### config.mk
export PLATFORM = sky130hd
export DESIGN_NAME = mem_port_arbiter_flat
export DESIGN_NICKNAME = d
export VERILOG_FILES = /design/src/rtl/mem_port_if.sv /design/src/rtl/mem_port_arbiter.sv /design/src/flat_wrapper.sv
export SDC_FILE = /design/constraint.sdc
export NUM_CORES = 1
export LEC_CHECK = 0
export BUFFER_PORTS_ARGS = -buffer_cell sky130_fd_sc_hd__buf_2
export CAP_MARGIN = 0
export CORE_UTILIZATION = 54
export CTS_CLUSTER_SIZE = 28
export DETAILED_ROUTE_END_ITERATION = 12
export PLACE_DENSITY = 0.83
export SLEW_MARGIN = 20
export SYNTH_ARGS = -nofsm -noshare
export SYNTH_HDL_FRONTEND = slang
export SYNTH_SLANG_ARGS = --single-unit
### constraint.sdc
create_clock -name clk -period 3.49 [get_ports clk]
set_clock_uncertainty 0.15 [all_clocks]
set_input_delay 0.349 -clock clk [delete_from_list [all_inputs] [get_ports clk]]
set_output_delay 0.349 -clock clk [all_outputs]
set_load 0.05 [all_outputs]
### src/rtl/mem_port_if.sv
// mem_port_if: fetch, load/store and byte-RAM signals shared by the arbiter and its environment
interface mem_port_if #(parameter int ADDR_W = 17);
  logic              if_req_i;
  logic [31:0]       if_addr_i;
  logic              if_flush_i;
  logic              if_done_o;
  logic [31:0]       if_data_o;
  logic              mem_req_i;
  logic              mem_we_i;
  logic [1:0]        mem_size_i;
  logic [31:0]       mem_addr_i;
  logic [31:0]       mem_wdata_i;
  logic              mem_done_o;
  logic [31:0]       mem_rdata_o;
  logic [ADDR_W-1:0] ram_addr_o;
  logic              ram_we_o;
  logic [7:0]        ram_dout_o;
  logic [7:0]        ram_din_i;
  logic              stallreq_o;
  modport master (
    output if_req_i, if_addr_i, if_flush_i, mem_req_i, mem_we_i, mem_size_i, mem_addr_i, mem_wdata_i, ram_din_i,
    input  if_done_o, if_data_o, mem_done_o, mem_rdata_o, ram_addr_o, ram_we_o, ram_dout_o, stallreq_o
  );
  modport slave (
    input  if_req_i, if_addr_i, if_flush_i, mem_req_i, mem_we_i, mem_size_i, mem_addr_i, mem_wdata_i, ram_din_i,
    output if_done_o, if_data_o, mem_done_o, mem_rdata_o, ram_addr_o, ram_we_o, ram_dout_o, stallreq_o
  );
endinterface

### src/rtl/mem_port_arbiter.sv
// mem_port_arbiter: shares one byte-wide RAM port between fetch and load/store, MEM first
module mem_port_arbiter #(parameter int ADDR_W = 17) (
  input logic      clk,
  input logic      rst,
  mem_port_if.slave bus
);
  typedef enum logic [1:0] {IDLE, XFER, DONE} state_t;
  state_t state, state_n;
  logic if_pend, mem_pend, owner_mem, we_q, m_we_q, e_we;
  logic [ADDR_W-1:0] if_addr_q, m_addr_q, addr_q, e_addr;
  logic [31:0] m_wdata_q, wdata_q, buf_q, merged, e_wdata;
  logic [1:0] m_size_q, e_size, cap;
  logic [2:0] cnt, nb, e_nb;
  logic [7:0] wbyte;
  logic mem_busy, if_busy, acc_mem, acc_if, want_mem, want_if, grant_mem, grant_if, abort, last_w, last_r;
  logic unused;
  assign unused = ^{bus.if_addr_i[31:ADDR_W], bus.mem_addr_i[31:ADDR_W]};
  assign bus.if_done_o = state == DONE && !owner_mem;
  assign bus.mem_done_o = state == DONE && owner_mem;
  assign bus.stallreq_o = if_pend || mem_pend || state != IDLE;
  // request acceptance, grant selection and byte steering
  always_comb begin
    mem_busy = state != IDLE && owner_mem;
    if_busy = state != IDLE && !owner_mem;
    acc_mem = bus.mem_req_i && !mem_pend && !mem_busy;
    acc_if = bus.if_req_i && ((!if_pend && !if_busy) || bus.if_flush_i);
    want_mem = mem_pend || acc_mem;
    want_if = (if_pend && !bus.if_flush_i) || acc_if;
    grant_mem = state == IDLE && want_mem;
    grant_if = state == IDLE && !want_mem && want_if;
    e_we = grant_mem && (acc_mem ? bus.mem_we_i : m_we_q);
    e_size = grant_mem ? (acc_mem ? bus.mem_size_i : m_size_q) : 2'd2;
    e_addr = grant_mem ? (acc_mem ? bus.mem_addr_i[ADDR_W-1:0] : m_addr_q)
                       : (acc_if ? bus.if_addr_i[ADDR_W-1:0] : if_addr_q);
    e_wdata = acc_mem ? bus.mem_wdata_i : m_wdata_q;
    e_nb = e_size == 2'd0 ? 3'd1 : e_size == 2'd1 ? 3'd2 : 3'd4;
    last_w = cnt == nb - 3'd1;
    last_r = cnt == nb;
    abort = state == XFER && !owner_mem && bus.if_flush_i;
    cap = 2'(cnt - 3'd1);
    merged = buf_q | ({24'd0, bus.ram_din_i} << {cap, 3'b000});
    wbyte = 8'(wdata_q >> {cnt[1:0] + 2'd1, 3'b000});
  end
  // next state: reads stay in XFER one extra cycle to capture the last byte
  always_comb begin
    state_n = state == IDLE ? ((grant_mem || grant_if) ? XFER : IDLE)
            : state == XFER ? (abort ? IDLE : (we_q ? last_w : last_r) ? DONE : XFER)
            : IDLE;
  end
  // state register
  always_ff @(posedge clk) begin
    if (rst) state <= IDLE;
    else state <= state_n;
  end
  // pending flags, request latches, RAM port registers and read assembly
  always_ff @(posedge clk) begin
    if (rst) begin
      if_pend <= 1'b0;
      mem_pend <= 1'b0;
      owner_mem <= 1'b0;
      we_q <= 1'b0;
      m_we_q <= 1'b0;
      m_size_q <= 2'd0;
      if_addr_q <= '0;
      m_addr_q <= '0;
      addr_q <= '0;
      m_wdata_q <= 32'd0;
      wdata_q <= 32'd0;
      buf_q <= 32'd0;
      cnt <= 3'd0;
      nb <= 3'd0;
      bus.ram_addr_o <= '0;
      bus.ram_we_o <= 1'b0;
      bus.ram_dout_o <= 8'd0;
      bus.if_data_o <= 32'd0;
      bus.mem_rdata_o <= 32'd0;
    end else begin
      if_pend <= grant_if ? 1'b0 : acc_if ? 1'b1 : bus.if_flush_i ? 1'b0 : if_pend;
      mem_pend <= grant_mem ? 1'b0 : acc_mem ? 1'b1 : mem_pend;
      if (acc_if) if_addr_q <= bus.if_addr_i[ADDR_W-1:0];
      if (acc_mem) begin
        m_addr_q <= bus.mem_addr_i[ADDR_W-1:0];
        m_we_q <= bus.mem_we_i;
        m_size_q <= bus.mem_size_i;
        m_wdata_q <= bus.mem_wdata_i;
      end
      if (grant_mem || grant_if) begin
        owner_mem <= grant_mem;
        we_q <= e_we;
        nb <= e_nb;
        addr_q <= e_addr;
        wdata_q <= e_wdata;
        cnt <= 3'd0;
        buf_q <= 32'd0;
        bus.ram_addr_o <= e_addr;
        bus.ram_we_o <= e_we;
        bus.ram_dout_o <= e_wdata[7:0];
      end else if (state == XFER && !abort) begin
        cnt <= cnt + 3'd1;
        if (we_q) begin
          bus.ram_we_o <= !last_w;
          if (!last_w) begin
            bus.ram_addr_o <= addr_q + ADDR_W'(cnt) + ADDR_W'(1);
            bus.ram_dout_o <= wbyte;
          end
        end else begin
          if (cnt != 3'd0) buf_q <= merged;
          if (cnt < nb - 3'd1) bus.ram_addr_o <= addr_q + ADDR_W'(cnt) + ADDR_W'(1);
          if (last_r && owner_mem) bus.mem_rdata_o <= merged;
          if (last_r && !owner_mem) bus.if_data_o <= merged;
        end
      end
    end
  end
endmodule

### src/flat_wrapper.sv
// flat-port wrapper written by rule: the top's interface ports become plain ports
module mem_port_arbiter_flat 
#(parameter int ADDR_W = 17)
  (clk, rst, bus_if_req_i, bus_if_addr_i, bus_if_flush_i, bus_mem_req_i, bus_mem_we_i, bus_mem_size_i, bus_mem_addr_i, bus_mem_wdata_i, bus_ram_din_i, bus_if_done_o, bus_if_data_o, bus_mem_done_o, bus_mem_rdata_o, bus_ram_addr_o, bus_ram_we_o, bus_ram_dout_o, bus_stallreq_o);
  mem_port_if #(.ADDR_W(ADDR_W)) bus_i ();
  input logic clk;
  input logic rst;
  input wire logic [$bits(bus_i.if_req_i)-1:0] bus_if_req_i;
  input wire logic [$bits(bus_i.if_addr_i)-1:0] bus_if_addr_i;
  input wire logic [$bits(bus_i.if_flush_i)-1:0] bus_if_flush_i;
  input wire logic [$bits(bus_i.mem_req_i)-1:0] bus_mem_req_i;
  input wire logic [$bits(bus_i.mem_we_i)-1:0] bus_mem_we_i;
  input wire logic [$bits(bus_i.mem_size_i)-1:0] bus_mem_size_i;
  input wire logic [$bits(bus_i.mem_addr_i)-1:0] bus_mem_addr_i;
  input wire logic [$bits(bus_i.mem_wdata_i)-1:0] bus_mem_wdata_i;
  input wire logic [$bits(bus_i.ram_din_i)-1:0] bus_ram_din_i;
  output wire logic [$bits(bus_i.if_done_o)-1:0] bus_if_done_o;
  output wire logic [$bits(bus_i.if_data_o)-1:0] bus_if_data_o;
  output wire logic [$bits(bus_i.mem_done_o)-1:0] bus_mem_done_o;
  output wire logic [$bits(bus_i.mem_rdata_o)-1:0] bus_mem_rdata_o;
  output wire logic [$bits(bus_i.ram_addr_o)-1:0] bus_ram_addr_o;
  output wire logic [$bits(bus_i.ram_we_o)-1:0] bus_ram_we_o;
  output wire logic [$bits(bus_i.ram_dout_o)-1:0] bus_ram_dout_o;
  output wire logic [$bits(bus_i.stallreq_o)-1:0] bus_stallreq_o;
  assign bus_i.if_req_i = bus_if_req_i;
  assign bus_i.if_addr_i = bus_if_addr_i;
  assign bus_i.if_flush_i = bus_if_flush_i;
  assign bus_i.mem_req_i = bus_mem_req_i;
  assign bus_i.mem_we_i = bus_mem_we_i;
  assign bus_i.mem_size_i = bus_mem_size_i;
  assign bus_i.mem_addr_i = bus_mem_addr_i;
  assign bus_i.mem_wdata_i = bus_mem_wdata_i;
  assign bus_i.ram_din_i = bus_ram_din_i;
  assign bus_if_done_o = bus_i.if_done_o;
  assign bus_if_data_o = bus_i.if_data_o;
  assign bus_mem_done_o = bus_i.mem_done_o;
  assign bus_mem_rdata_o = bus_i.mem_rdata_o;
  assign bus_ram_addr_o = bus_i.ram_addr_o;
  assign bus_ram_we_o = bus_i.ram_we_o;
  assign bus_ram_dout_o = bus_i.ram_dout_o;
  assign bus_stallreq_o = bus_i.stallreq_o;
  mem_port_arbiter #(.ADDR_W(ADDR_W)) u_core (.clk(clk), .rst(rst), .bus(bus_i));
endmodule
* Word level (Yosys, flattened, before mapping)
Index checks and enable logic that the tools add are counted.
** Cells by class
- Add/subtract/negate cells :: 6
- Magnitude comparators :: 1
- Equality and inequality tests :: 7
- Shifts and indexed selects :: 2
- Multiplexer cells :: 29
- Bitwise logic cells :: 3
- Reductions and logical operators :: 50
** Operator list (count)
- $mux 17 :: 8
- $mux 32 :: 1
- $mux 8 :: 4
- $or 32x32->32 :: 1
- $shl 8x5->32 :: 1
- $shr 32x5->8 :: 1
- $logic_and 1x1->1 :: 18
- $add 17x1->17 const B :: 1
- $add 17x3->17 :: 1
- $mux 2 :: 6
- $logic_not 1->1 :: 9
- $reduce_and 3->1 :: 3
- $mux 1 :: 8
- $reduce_and 4->1 :: 2
- $reduce_bool 2->1 :: 4
- $eq 3x3->1 :: 2
- $logic_or 1x1->1 :: 6
- $mux 3 :: 2
- $reduce_bool 3->1 :: 2
- $reduce_or 2->1 :: 3
- $eq 2x1->1 const B :: 2
- $logic_not 2->1 :: 2
- $add 3x1->3 const B :: 1
- $lt 3x3->1 :: 1
- other kinds (8) :: 9
** Storage, ports and cells
- Register bits :: 252
- Input port bits :: 112
- Output and inout port bits :: 93
- Word-level logic and storage cells :: 118

* Logic depth before layout (Yosys ltp)
- Word-level depth :: 11
- Depth in mapped cells :: 11

* Worst setup path before layout
Ideal clock, no wire load.
- Path type :: register to register
- Start point :: register u_core.cnt[0]
- End point :: register u_core.bus.ram_addr_o[11]
- Setup time :: 142 ps
- Arrival time :: 2412 ps
- Path slack :: 786 ps
- Stages on the path, launching flop included :: 10
- Buffers on the path :: 2
- Period minus slack after synthesis :: 2704 ps
- Cells stage by stage :: dfxtp_1 -> buf_2 -> inv_1 -> ha_1 -> and3_1 -> nor4b_4 -> a31oi_4 -> clkbuf_1 -> o21ai_1 -> a211oi_2
** Between the ends
- Longest elaborated chain between the ends :: 6
- Elaborated cells on any way between the ends :: 12
- Classes of those cells :: 2 x add/sub; 1 x order compare; 2 x eq/ne; 5 x mux; 2 x reduce/logical
** RTL lines
- start, declared :: line mem_port_arbiter.sv:13 : logic [2:0] cnt, nb, e_nb;
- start signal, assigned :: line mem_port_arbiter.sv:99 : cnt <= cnt + 3'd1;
- $add 17x3->17 :: line mem_port_arbiter.sv:103, mem_port_arbiter.sv:108
- $add 17x1->17 :: line mem_port_arbiter.sv:103, mem_port_arbiter.sv:108
- $mux 17, on equally long branches :: line mem_port_arbiter.sv:108, mem_port_arbiter.sv:102
- $mux 17 :: line mem_port_arbiter.sv:100 : if (we_q) begin
- $mux 17 :: line mem_port_arbiter.sv:98 : end else if (state == XFER && !abort) begin
- $mux 17 :: line mem_port_arbiter.sv:87 : if (grant_mem || grant_if) begin
- end signal, assigned :: line mem_port_arbiter.sv:95 : bus.ram_addr_o <= e_addr;
- end signal, assigned :: line mem_port_arbiter.sv:103 : bus.ram_addr_o <= addr_q + ADDR_W'(cnt) + ADDR_W'(1);
- end signal, assigned :: line mem_port_arbiter.sv:108 : if (cnt < nb - 3'd1) bus.ram_addr_o <= addr_q + ADDR_W'(cnt) + ADDR_W'(1);
- end, declared :: line mem_port_if.sv:26 : output if_done_o, if_data_o, mem_done_o, mem_rdata_o, ram_addr_o, ram_we_o, ram_dout_o, stallreq_o
Parallel ways exist; a longest one is shown, timed or not. The select of a mux whose other input is x is not followed.
A chain may end at the register's enable or synchronous reset.

* Worst setup path after layout
- Start point :: register u_core.nb[1]
- End point :: register u_core.bus.ram_dout_o[0]
** Between the ends
- Longest elaborated chain between the ends :: 4
** RTL lines
- start, declared :: line mem_port_arbiter.sv:13
- start signal, assigned :: line mem_port_arbiter.sv:90 : nb <= e_nb;
- $sub 3x1->3 :: line mem_port_arbiter.sv:37 : last_w = cnt == nb - 3'd1;
- $eq 3x3->1 :: line mem_port_arbiter.sv:37
- $ne 2x2->1 (no source line)
- $reduce_and 3->1 (no source line)
- end signal, assigned :: line mem_port_arbiter.sv:97 : bus.ram_dout_o <= e_wdata[7:0];
- end signal, assigned :: line mem_port_arbiter.sv:104 : bus.ram_dout_o <= wbyte;
- end, declared :: line mem_port_if.sv:26
Every way passes these cells.

==> results.tsv <==
metric	value	unit
synth-simple-area-share	0.132	
path_clk_slew	0.06	ns
ir_drop	400	uV
critPathKind	flip-flop to flip-flop	
first_pass_iters	6	
via_per_inst	5.67	
status	finished with violations	
wire_per_inst	17.5	um
cts_made_buffers	26	
cts_num_sinks	252	
synth_top_family_by_area	compound AO/OA/AOI/OAI gates	
cts_resized	0	
grt_max_degree	76	
drv_cap	0	
power_density	643	nW/um2
synth_largest_area_cell	dfxtp_1	
critPathTopFamily	simple AND/OR/NAND/NOR gates	
start_util	0.558	
cts-root-buf	clkbuf_16	
postCtsHoldBufs	60	
synth-seq-area-share	0.519	
yosys-top-cells-area	dfxtp_1 (52%), nor2_1 (9.0%), mux2i_1 (7.1%)	
synthDistinctLibCells	55	
synth_compound_area_frac	0.185	
drtIter0Drc	544	
cp_slowest_stage_delay	0.38	ns
antenna_found_initial	2	
synthMuxAreaShare	0.0896	
finalHoldWorstSlack	-0.0158	ns
endpoint_kind	flip-flop	
crit_buf_inv	2	
dieArea	18500	um2
area_growth	25.8	%
yosys_warnings	0	
rsz0062_at_grt	no	
crit_fanout	9	
drc	0	
maxSlewHeadroom	0.541	
finalWirelength	25500	um
synth_ff_type	dfxtp_1	
dp_hpwl	15500	um
synth_most_common_cell	dfxtp_1	
fill_cells	1270	
fp.dieH	136	um
arrival	3.01	ns
drive_above_1_share	0.221	
setup_viol	0	
syn_area_per_cell	9.63	um2
fin_crit	2.78	ns
cts_tree	done	
synth_adder_area_share	0.0137	
hp-class	primary input to flip-flop	
synth.top_cell.area_share	0.519	
clk_path_buf_depth	3	
synthArstFlopShare	0	
crit_chain	inv_1 > ha_1 > xnor2_1 > ha_1 > and3_1 > nor4b_4 > buf_4 > nor2_1 > a221oi_1 > nor2_1	
drv_slew	0	
io_pins	205	
grt_overflow_total	0	
synth_xor_area_frac	0.0180	
dieWidth	136	um
synth_common_cells	dfxtp_1 (252), nor2_1 (232), a21oi_1 (103), a211oi_1 (69), mux2i_1 (69)	
violations	hold timing	
cp_slowest_cell	nor4b_4	
max_freq	0.360	GHz
p_leak	0.00519	uW
grt_pass1_vias	8149	
vias	8251	
synth_edf_count	0	
core-area	17400	um2
ys_seq_elements	252	
fin_nets	1334	
grtUsageTotal	0.273	
tightest_slew	0.686	ns
cp_data_required_time	3.73	ns
synthesis.area	9710	um2
worstSkewPairLatency	0.52	ns
start_kind	flip-flop	
syn_nets	1131	
rows	48	
h-tree-depth	1	
gp_congestion	0.822	
grt_pass1_wl	40300	um
cts_setup_buffers	0	
port_buffers	174	
finalCritPeriodShare	0.795	
drt.antenna.violating_nets	0	
hold_viol_final	1	
synthCells	1009	
fin_tns_setup	0	ns
==> metal layers <==
metal,track usage,vias to the layer above,share of wire
li1,-,3951,-
met1,0.325,3908,0.41
met2,0.474,311,0.49
met3,0.0488,79,0.062
met4,0.133,2,0.036
met5,0,-,0.00071
==> state kept, by name, summed over array words and instances, names as in the netlist, 3 cells and up <==
| name | cells |
|---|---|
| u_core.buf_q | 32 |
| u_core.bus.if_data_o | 32 |
| u_core.bus.mem_rdata_o | 32 |
| u_core.m_wdata_q | 32 |
| u_core.wdata_q | 32 |
| u_core.addr_q | 17 |
| u_core.bus.ram_addr_o | 17 |
| u_core.if_addr_q | 17 |
| u_core.m_addr_q | 17 |
| u_core.bus.ram_dout_o | 8 |
| u_core.cnt | 3 |
| u_core.nb | 3 |
==> metrics by stage <==
step                std cells  power [uW]  area (um2)  utilization  setup slack (ns)
floorplan                1009        4460        9710            -             0.786
global placement         1349        4770       10700        0.614             0.836
detailed placement       1349        4830       10700        0.614             0.781
CTS                      1455        7860       12200        0.702             0.751
global route             1456        8160       12200        0.702             0.567
finish                   1456        7860       12200        0.702             0.715
==> cells in the final DEF (no fill, tap or decap), types with 5 or more instances in the layout <==
master	Yosys	final
dfxtp_1	252	252
nor2_1	232	232
buf_2	18	173
a21oi_1	103	103
a211oi_1	69	69
mux2i_1	69	69
dlygate4sd3_1	0	60
o22a_1	36	36
clkbuf_16	0	27
nand2_1	24	24
buf_4	7	20
inv_1	12	12
xnor2_1	11	11
a211oi_2	10	10
xor2_1	9	9
a221oi_1	9	9
ha_1	9	9
o21ai_1	8	8
o21ai_0	8	8
mux4_2	8	8
o22ai_1	5	5
bufinv_16	0	5
==> worst paths after layout <==
| kind | startpoint | endpoint | slack, ns | cells after the start |
|---|---|---|---|---|
| max | u_core.nb[1]$_SDFFE_PP0P_ | u_core.bus.ram_dout_o[0]$_SDFFE_PP0P_ | 0.71 | 10 |
| min | bus_mem_wdata_i[20] | u_core.m_wdata_q[20]$_SDFF_PP0_ | -0.02 | 3 |
| max reg2reg | u_core.nb[1]$_SDFFE_PP0P_ | u_core.bus.ram_dout_o[0]$_SDFFE_PP0P_ | 0.71 | 10 |
| min reg2reg | u_core.buf_q[21]$_SDFFE_PP0P_ | u_core.buf_q[21]$_SDFFE_PP0P_ | 0.32 | 2 |
==> kinds of logic (layout without fill, tap and decap cells) <==
group	count (synthesis)	in the layout
flops	252	252
mux	77	77
buf+inv	92	313
other cells	0	1
xor+xnor	20	20
simple gates	298	298
fa+ha+maj	10	10
compound gates	260	260
==> worst register-to-register path, stage by stage (launching register included) <==
cell	delay, ns
dfxtp_1	0.37
inv_1	0.06
ha_1	0.19
xnor2_1	0.16
ha_1	0.26
and3_1	0.25
nor4b_4	0.38
buf_4	0.24
nor2_1	0.15
a221oi_1	0.37
nor2_1	0.07
==> where the power goes <==
part	switching, uW	internal [uW]	total [uW]
clock	1130	1870	3000
sequential	154	3140	3290
combinational	1050	526	1570
==> final cells by class <==
type                    instances  area [um2]  share of cell area
flip-flops and latches        252        5040               0.413
clock inverters                11         189              0.0155
well taps                     225         282              0.0230
multi-input cells             665        4280               0.350
repair buffers                254        1630               0.133
diodes                          1        2.50            0.000205
inverters                      13        48.8             0.00399
clock buffers                  35         746              0.0610
No activity file was read; power rests on OpenSTA's default activity.
